<file path="src/rtl/pipeline_ctrl_pkg.sv">
// rtl/pipeline_ctrl_pkg.sv - stall bus layout, hold patterns and divider FSM encodings
package pipeline_ctrl_pkg;

   localparam int STALL_PC  = 0;
   localparam int STALL_IF  = 1;
   localparam int STALL_ID  = 2;
   localparam int STALL_EX  = 3;
   localparam int STALL_MEM = 4;
   localparam int STALL_BUS = 5;

   // Each pattern holds its own stage and everything upstream of it.
   localparam logic [STALL_BUS-1:0] HOLD_NONE = 5'b00000;
   localparam logic [STALL_BUS-1:0] HOLD_ID   = 5'b00111;
   localparam logic [STALL_BUS-1:0] HOLD_EX   = 5'b01111;
   localparam logic [STALL_BUS-1:0] HOLD_ALL  = 5'b11111;

   typedef enum logic [1:0] {
      ST_RUN  = 2'd0,
      ST_BUSY = 2'd1,
      ST_DONE = 2'd2
   } div_state_t;

endpackage

</file>
<file path="src/rtl/pipeline_ctrl_div_sequencer.sv">
// rtl/pipeline_ctrl_div_sequencer.sv - RUN/BUSY/DONE sequencing of the iterative HI/LO divider
module div_sequencer
   import pipeline_ctrl_pkg::*;
#(
   parameter int DIV_CYCLES = 32
) (
   input  logic clk,
   input  logic rst,
   input  logic ex_div,
   input  logic exc_flush,
   input  logic hold_ex,
   output logic div_start,
   output logic div_done,
   output logic div_abort,
   output logic div_busy,
   output logic div_stall
);

   localparam int CNT_W = (DIV_CYCLES > 1) ? $clog2(DIV_CYCLES) : 1;
   localparam logic [CNT_W-1:0] CNT_LOAD = CNT_W'(DIV_CYCLES - 1);

   div_state_t       state;
   logic [CNT_W-1:0] count;

   always_ff @(posedge clk) begin
      if (!rst) begin
         state <= ST_RUN;
         count <= '0;
      end else if (exc_flush) begin
         state <= ST_RUN;
         count <= '0;
      end else begin
         case (state)
            ST_RUN: begin
               if (ex_div) begin
                  state <= ST_BUSY;
                  count <= CNT_LOAD;
               end
            end
            ST_BUSY: begin
               // Counting is independent of memory wait states.
               if (count == '0) state <= ST_DONE;
               else             count <= count - 1'b1;
            end
            ST_DONE: begin
               // Stay until the finished DIV actually leaves EX.
               if (!hold_ex) state <= ST_RUN;
            end
            default: state <= ST_RUN;
         endcase
      end
   end

   always_comb begin
      div_start = rst && (state == ST_RUN) && ex_div && !exc_flush;
      div_done  = rst && (state == ST_BUSY) && (count == '0) && !exc_flush;
      div_abort = rst && (state == ST_BUSY) && exc_flush;
      div_busy  = rst && (state == ST_BUSY);
      div_stall = rst && (((state == ST_RUN) && ex_div) || (state == ST_BUSY));
   end

endmodule

</file>
<file path="src/rtl/pipeline_ctrl.sv">
// rtl/pipeline_ctrl.sv - hazard priority mux driving stage holds, bubbles and flush
module pipeline_ctrl
   import pipeline_ctrl_pkg::*;
#(
   parameter int DIV_CYCLES = 32,
   parameter int REG_ADDR_W = 5
) (
   input  logic                  clk,
   input  logic                  rst,
   input  logic                  id_read_en_1,
   input  logic                  id_read_en_2,
   input  logic [REG_ADDR_W-1:0] id_read_addr_1,
   input  logic [REG_ADDR_W-1:0] id_read_addr_2,
   input  logic                  id_mfc0,
   input  logic [REG_ADDR_W-1:0] id_cp0_addr,
   input  logic                  ex_load,
   input  logic [REG_ADDR_W-1:0] ex_write_addr,
   input  logic                  ex_mtc0,
   input  logic                  mem_mtc0,
   input  logic [REG_ADDR_W-1:0] ex_cp0_addr,
   input  logic [REG_ADDR_W-1:0] mem_cp0_addr,
   input  logic                  ex_div,
   input  logic                  mem_req,
   input  logic                  mem_ready,
   input  logic                  exc_flush,
   output logic [STALL_BUS-1:0]  stall,
   output logic                  id_bubble,
   output logic                  ex_bubble,
   output logic                  mem_bubble,
   output logic                  flush,
   output logic                  div_start,
   output logic                  div_done,
   output logic                  div_abort,
   output logic                  div_busy
);

   logic mem_wait;
   logic div_stall;
   logic cp0_hazard;
   logic load_use;

   assign mem_wait   = mem_req && !mem_ready;
   assign cp0_hazard = id_mfc0 &&
                       ((ex_mtc0  && (ex_cp0_addr  == id_cp0_addr)) ||
                        (mem_mtc0 && (mem_cp0_addr == id_cp0_addr)));
   // $0 is hardwired, so a load targeting it never produces a value to wait for.
   assign load_use   = ex_load && (ex_write_addr != '0) &&
                       ((id_read_en_1 && (id_read_addr_1 == ex_write_addr)) ||
                        (id_read_en_2 && (id_read_addr_2 == ex_write_addr)));

   div_sequencer #(
      .DIV_CYCLES (DIV_CYCLES)
   ) u_div_seq (
      .clk       (clk),
      .rst       (rst),
      .ex_div    (ex_div),
      .exc_flush (exc_flush),
      .hold_ex   (stall[STALL_EX]),
      .div_start (div_start),
      .div_done  (div_done),
      .div_abort (div_abort),
      .div_busy  (div_busy),
      .div_stall (div_stall)
   );

   always_comb begin
      stall      = HOLD_NONE;
      id_bubble  = 1'b0;
      ex_bubble  = 1'b0;
      mem_bubble = 1'b0;
      flush      = 1'b0;
      if (rst) begin
         if (exc_flush) begin
            flush = 1'b1;
         end else if (mem_wait) begin
            stall      = HOLD_ALL;
            mem_bubble = 1'b1;
         end else if (div_stall) begin
            stall     = HOLD_EX;
            ex_bubble = 1'b1;
         end else if (cp0_hazard || load_use) begin
            stall     = HOLD_ID;
            id_bubble = 1'b1;
         end
      end
   end

endmodule

</file>
<file path="config.mk">
export PLATFORM = sky130hd
export DESIGN_NAME = pipeline_ctrl
export DESIGN_NICKNAME = d
export VERILOG_FILES = /design/src/rtl/pipeline_ctrl_pkg.sv /design/src/rtl/pipeline_ctrl_div_sequencer.sv /design/src/rtl/pipeline_ctrl.sv
export SDC_FILE = /design/constraint.sdc
export NUM_CORES = 1
export LEC_CHECK = 0
export ABC_AREA = 1
export CAP_MARGIN = 20
export CORE_MARGIN = 2
export CORE_UTILIZATION = 37
export DETAILED_ROUTE_END_ITERATION = 6
export GPL_ROUTABILITY_DRIVEN = 1
export PLACE_DENSITY = 0.88
export SLEW_MARGIN = 10
export SYNTH_ARGS = -nofsm -noshare
export SYNTH_HDL_FRONTEND = slang
export SYNTH_SLANG_ARGS = --single-unit
</file>
<file path="constraint.sdc">
create_clock -name clk -period 1.5 [get_ports clk]
set_input_delay 0.225 -clock clk [delete_from_list [all_inputs] [get_ports clk]]
set_output_delay 0.225 -clock clk [all_outputs]
set_load 0.05 [all_outputs]
</file>
==> Word level (Yosys, flattened, before mapping) <==
Index checks and enable logic that the tools add are counted.
{ "totals": {"reg_bits": 7, "input_bits": 42, "out_inout_bits": 13, "elab_cells": 70} }
{ "op_classes": {"addsub": 1, "eq_ne": 10, "muxes": 26, "bitwise": 1, "reduce_logical": 30} }
{ "op_table": {"columns": ["op", "n"], "rows": [
  ["two-way mux 5 bit", 5],
  ["equality test 5 bit", 4],
  ["logical AND 1 bit", 17],
  ["two-way mux 1 bit", 14],
  ["case mux 5 bit (2 select lines)", 1],
  ["!= test 2 bit (second input constant)", 4],
  ["two-way mux 2 bit", 3],
  ["case mux 2 bit (3 select lines)", 1],
  ["AND reduction 3 bit", 2],
  ["zero test 5 bit", 1],
  ["nonzero test 5 bit", 1],
  ["subtractor 5 x 1 -> 5 bit (second input constant)", 1],
  ["logical OR 1 bit", 4],
  ["two-way mux 4 bit", 1],
  ["two-way mux 3 bit", 1],
  ["equality test 2 x 1 -> 1 bit (second input constant)", 1],
  ["equality test 2 bit (second input constant)", 1],
  ["zero test 1 bit", 2],
  ["zero test 2 bit", 1],
  ["nonzero test 2 bit", 1],
  ["OR reduction 2 bit", 1],
  ["inverter 1 bit", 1]
]} }

==> Longest topological paths before layout <==
Gate-level depths: netlist of the first run.
{ "depth": {"depth_word": 12, "ltp_mapped": 11, "ltp_nobuf": 10} }

==> Modules after synthesis <==
A second synthesis of the first run with hierarchy kept.
{ "hier_totals": {"hier_cells": 192, "hier_area_um2": 934.6} }
{ "by_module_without_submodules": {"columns": ["mod", "n_inst", "cells_each", "area_per_inst_um2", "seq_area_each_um2"], "rows": [
  ["pipeline_ctrl", 1, 132, 521.8, 0.0],
  ["div_sequencer", 1, 60, 412.9, 140.1]
]} }

==> Least setup slack after synthesis of the first run <==
Ideal clock, no wire load.
{ "synth_timing": {"path_type": "reg-to-output", "from": "register u_div_seq.state[0]", "to": "output port ex_bubble", "arrival_time_ps": 1671, "t_required_ps": 1275, "slack_ps": -396, "path_stages_with_launch": 5, "path_buffers": 0, "cell_sequence": "dfxtp_1 -> inv_1 -> nor2_4 -> o21ai_1 -> nor3_1"} }
{ "synth_via": {"elab_chain_len": 8, "word_cells_on_any_way": 9, "classes_between": "eq/ne: 1; mux: 4; reduce/logical: 4"} }
{ "synth_rtl": {"columns": ["element", "line_no", "source"], "rows": [
  ["start, declared", "pipeline_ctrl_div_sequencer.sv:22", "div_state_t state;"],
  ["start signal, assigned", "pipeline_ctrl_div_sequencer.sv:27", "state <= ST_RUN;"],
  ["start signal, assigned", "pipeline_ctrl_div_sequencer.sv:30", "state <= ST_RUN;"],
  ["start signal, assigned", "pipeline_ctrl_div_sequencer.sv:36", "state <= ST_BUSY;"],
  ["zero test 2 bit", "pipeline_ctrl_div_sequencer.sv:59", "div_stall = rst && (((state == ST_RUN) && ex_div) || (state == ST_BUSY));"],
  ["logical AND 1 bit", "pipeline_ctrl_div_sequencer.sv:59", null],
  ["logical OR 1 bit (*)", "pipeline_ctrl_div_sequencer.sv:59", null],
  ["logical AND 1 bit (*)", "pipeline_ctrl_div_sequencer.sv:59", null],
  ["two-way mux 1 bit (*)", "pipeline_ctrl.sv:78", "end else if (div_stall) begin"],
  ["two-way mux 1 bit (*)", "pipeline_ctrl.sv:75", "end else if (mem_wait) begin"],
  ["two-way mux 1 bit (*)", "pipeline_ctrl.sv:73", "if (exc_flush) begin"],
  ["two-way mux 1 bit (*)", "pipeline_ctrl.sv:72", "if (rst) begin"],
  ["end, declared", "pipeline_ctrl.sv:28", "output logic ex_bubble,"]
]} }
Mark *: on every way between the ends. The rest lies on a longest branch, timed or not.

==> Final worst setup path of the first run <==
{ "layout_timing": {"from": "register u_div_seq.state[0]", "to": "output port id_bubble"} }
{ "layout_via": {"elab_chain_len": 8, "word_cells_on_any_way": 9, "classes_between": "eq/ne: 1; mux: 4; reduce/logical: 4"} }
{ "layout_rtl": {"columns": ["element", "line_no", "source"], "rows": [
  ["zero test 2 bit", "pipeline_ctrl_div_sequencer.sv:59", null],
  ["logical AND 1 bit", "pipeline_ctrl_div_sequencer.sv:59", null],
  ["logical OR 1 bit (*)", "pipeline_ctrl_div_sequencer.sv:59", null],
  ["logical AND 1 bit (*)", "pipeline_ctrl_div_sequencer.sv:59", null],
  ["two-way mux 1 bit (*)", "pipeline_ctrl.sv:78", null],
  ["two-way mux 1 bit (*)", "pipeline_ctrl.sv:75", null],
  ["two-way mux 1 bit (*)", "pipeline_ctrl.sv:73", null],
  ["two-way mux 1 bit (*)", "pipeline_ctrl.sv:72", null],
  ["end, declared", "pipeline_ctrl.sv:27", "output logic id_bubble,"]
]} }
Marked as above.

==> results of run 1 <==
tightest hold or removal path, stage by stage (launching register included):
cell and delay (ns):
dfxtp_1 0.32, nand2_1 0.06, a21oi_1 0.06
state kept, by name (all words and copies together), names as in the netlist:
signal,flops
u_div_seq.state,2
u_div_seq.count,5
metrics by stage:
step	setup WS [ns]	hold slack, ns
final	-0.08900	0.4871
after global routing	-0.1693	0.5007
after CTS	-0.1512	0.4856
after detailed placement	-0.4154	0.4772
after global placement	-0.3882	0.4494
after floorplan	-0.1278	0.4433
worst paths after layout:
kind,from,end,depth (start not counted)
worst max register to register,u_div_seq.state[0],u_div_seq.count[3],9
worst min register to register,u_div_seq.count[4],u_div_seq.count[4],2
worst min-delay path,u_div_seq.count[4],u_div_seq.count[4],2
worst max-delay path,u_div_seq.state[0],id_bubble,7
layout by cell type (no fill, tap or decap):
cell	count
dfxtp_1	5
nand2_1	65
nand2_2	3
clkdlybuf4s50_1	4
o21ai_0	3
o21ai_2	2
nor2_4	8
clkdlybuf4s15_1	5
xor2_1	1
ha_1	1
inv_4	3
buf_6	3
clkbuf_1	1
buf_4	11
nand4_1	1
a21oi_1	4
buf_12	13
nand3_4	1
nand3_2	1
nor2_2	5
nor3_4	2
dlygate4sd2_1	27
nand3_1	6
o21ai_1	1
dfxtp_2	2
inv_2	11
inv_1	30
clkbuf_2	4
nand2_4	4
a31oi_1	1
xnor2_1	1
clkbuf_4	3
ha_4	1
clkdlybuf4s15_2	1
nand2_8	1
nor2_1	15
power by group:
part           internal (µW)  leakage, µW  switching, µW
registers                196    0.0000583           7.87
logic                    219     0.000947            246
clock network            103    0.0000150           89.4
routing by layer:
layer	vias up	wire length, µm
li1	670	-
met1	544	1128
met5	-	0
met4	0	89
met3	12	214
met2	58	1552
cells by family after synthesis:
family	synth area share, %
AOI/OAI and AO/OA	6.540
xor gates and xnor gates	1.908
adders and majority gates	2.724
buffers and inverters	21.25
DFF	15.26
and+or+nand+nor	52.32
what timing repair did:
| item | 4_1_cts | 5_1_grt |
|---|---|---|
| pin swaps | 35 | 19 |
| endpoints found under the setup margin | 12 | 12 |
| gates resized for setup | 74 | 26 |
| setup buffers | 3 | 1 |
area by class of cell:
class / instances / area share, %
clock buffer: 4 / 1.432
timing repair buffer: 68 / 40.04
tap: 30 / 2.046
multi-input combinational: 127 / 39.29
sequential: 7 / 7.776
inverter: 44 / 9.413
==> reports/metrics.csv, run 1 <==
metric,value,unit
outcome,"finished, violations left",
violations,negative setup slack,
die_w,53.82,µm
maxCapViolCount,0,
path_class,reg -> out,
use_met3,3.333,%
antenna_found_initial,0,
tns,-0.5133,ns
syn_inst,182,
grt-ovfl-total,0,
power_density,469.4,nW/µm²
ant_nets,0,
drtIter0Drc,26,
drv_slew,0,
h-tree-depth,1,
max-slew-margin-rel,86.06,%
setup_viol_count_final,9,
report.final.hold_viol_count,0,
synth_area_per_cell,5.046,µm²
path_buf_inv,3,
clk_pin_slew_worst_paths,0.07,ns
route.detailed.drc,0,
worstSkewPairLatency,0.27,ns
async_reset_ff_share,0,%
io_buffers,54,
track_usage,22.53,%
clock_skew,0.006935,ns
fmax,629.3,MHz
yosysTopAreaCellShare,28.61,%
floorplan.rows,18,
hp-class,reg -> reg,
synth_area,918.4,µm²
cp_slowest_stage_delay,0.34,ns
dp_hpwl,2262,µm
grt_pass1_wl,4698,µm
place_congestion,0.7586,
min_period_over_period,105.9,%
grt_busiest_layer,met2,
cp.arrival,1.36,ns
synth_area_leaders,"nand2_1, inv_1, dfxtp_1, nor2_1, nand3_1",
core_area,2410,µm²
grtUsageMet1,22.95,%
clockBufferDepth,2,
critPathMostFrequentCell,nor2_4,
seq_area,142.6,µm²
cts_buffers,3,
synth-edff-count,0,
final_util,76.12,%
rsz0062_at_grt,true,
p_leak,0.001020,µW
fp.dieH,53.82,µm
place_area,1692,µm²
end_kind,primary output,
fin_crit,1.589,ns
antennaDiodeCount,0,
area_growth,99.73,%
detail_route.first_pass.iterations,5,
clockRootBuffer,clkbuf_4,
crit_required,1.27,ns
cp_slowest_cell,dfxtp_2,
layout.cells.non_filler,280,
startpoint_type,register,
post-route-cell-area,1834,µm²
n_fill_cell,182,
drive_gt1_share,31.60,%
clock-sinks,7,
start_util,38.11,%
cts_tree,yes,
grt_max_degree,6,
synth_common_cells,"nand2_1, inv_1, nor2_1, dfxtp_1, nand3_1",
yosys_most_used_dff,dfxtp_1,
die_area,2897,µm²
reg2reg_setup_slack,0.14,ns
vdd_drop_max,0.4972,mV
synth-seq-cells,7,
num_vias,1284,
path_cells,inv_2 > nor2_4 > o21ai_2 > nand2_2 > buf_6 > nor2_4 > buf_12,
yosysWarningCount,0,
tightest_slew,0.2089,ns
wl,2985,µm
ys_seq_area_share,15.26,%
syn_nets,226,
multi_input_area,720.7,µm²
avgRoutedWirePerCell,10.66,µm
design.portCount,55,
holdBufCountCts,0,
ys_types,23,
path_delay_family,buffers and inverters,
timing.final.ws_setup,-0.08900,ns
nNetsFinal,295,
grt_pass1_vias,1191,
place_inst,272,
yosys.area.top_type,nand2_1,
viasPerCell,4.586,
use_met2,43.90,%
p_total,861.0,µW
critPathMaxFanout,2,
yosysMostFrequentCell,nand2_1,
Power figures use the tool's default switching activity.
==> run 2: changes to the inputs <==
--- a/config.mk
+++ b/config.mk
@@ -9,6 +9,7 @@
 export CAP_MARGIN = 20
 export CORE_MARGIN = 2
 export CORE_UTILIZATION = 37
+export CTS_CLUSTER_SIZE = 30
 export DETAILED_ROUTE_END_ITERATION = 6
 export GPL_ROUTABILITY_DRIVEN = 1
 export PLACE_DENSITY = 0.88
==> results of run 2 <==
The final DEF is identical to that of run 1; final timing and power are the same.
==> run 3: changes to the inputs <==
--- a/config.mk
+++ b/config.mk
@@ -13,7 +13,6 @@
 export DETAILED_ROUTE_END_ITERATION = 6
 export GPL_ROUTABILITY_DRIVEN = 1
 export PLACE_DENSITY = 0.88
-export SLEW_MARGIN = 10
 export SYNTH_ARGS = -nofsm -noshare
 export SYNTH_HDL_FRONTEND = slang
 export SYNTH_SLANG_ARGS = --single-unit
==> results of run 3 <==
The final DEF is identical to that of run 1; final timing and power are the same.
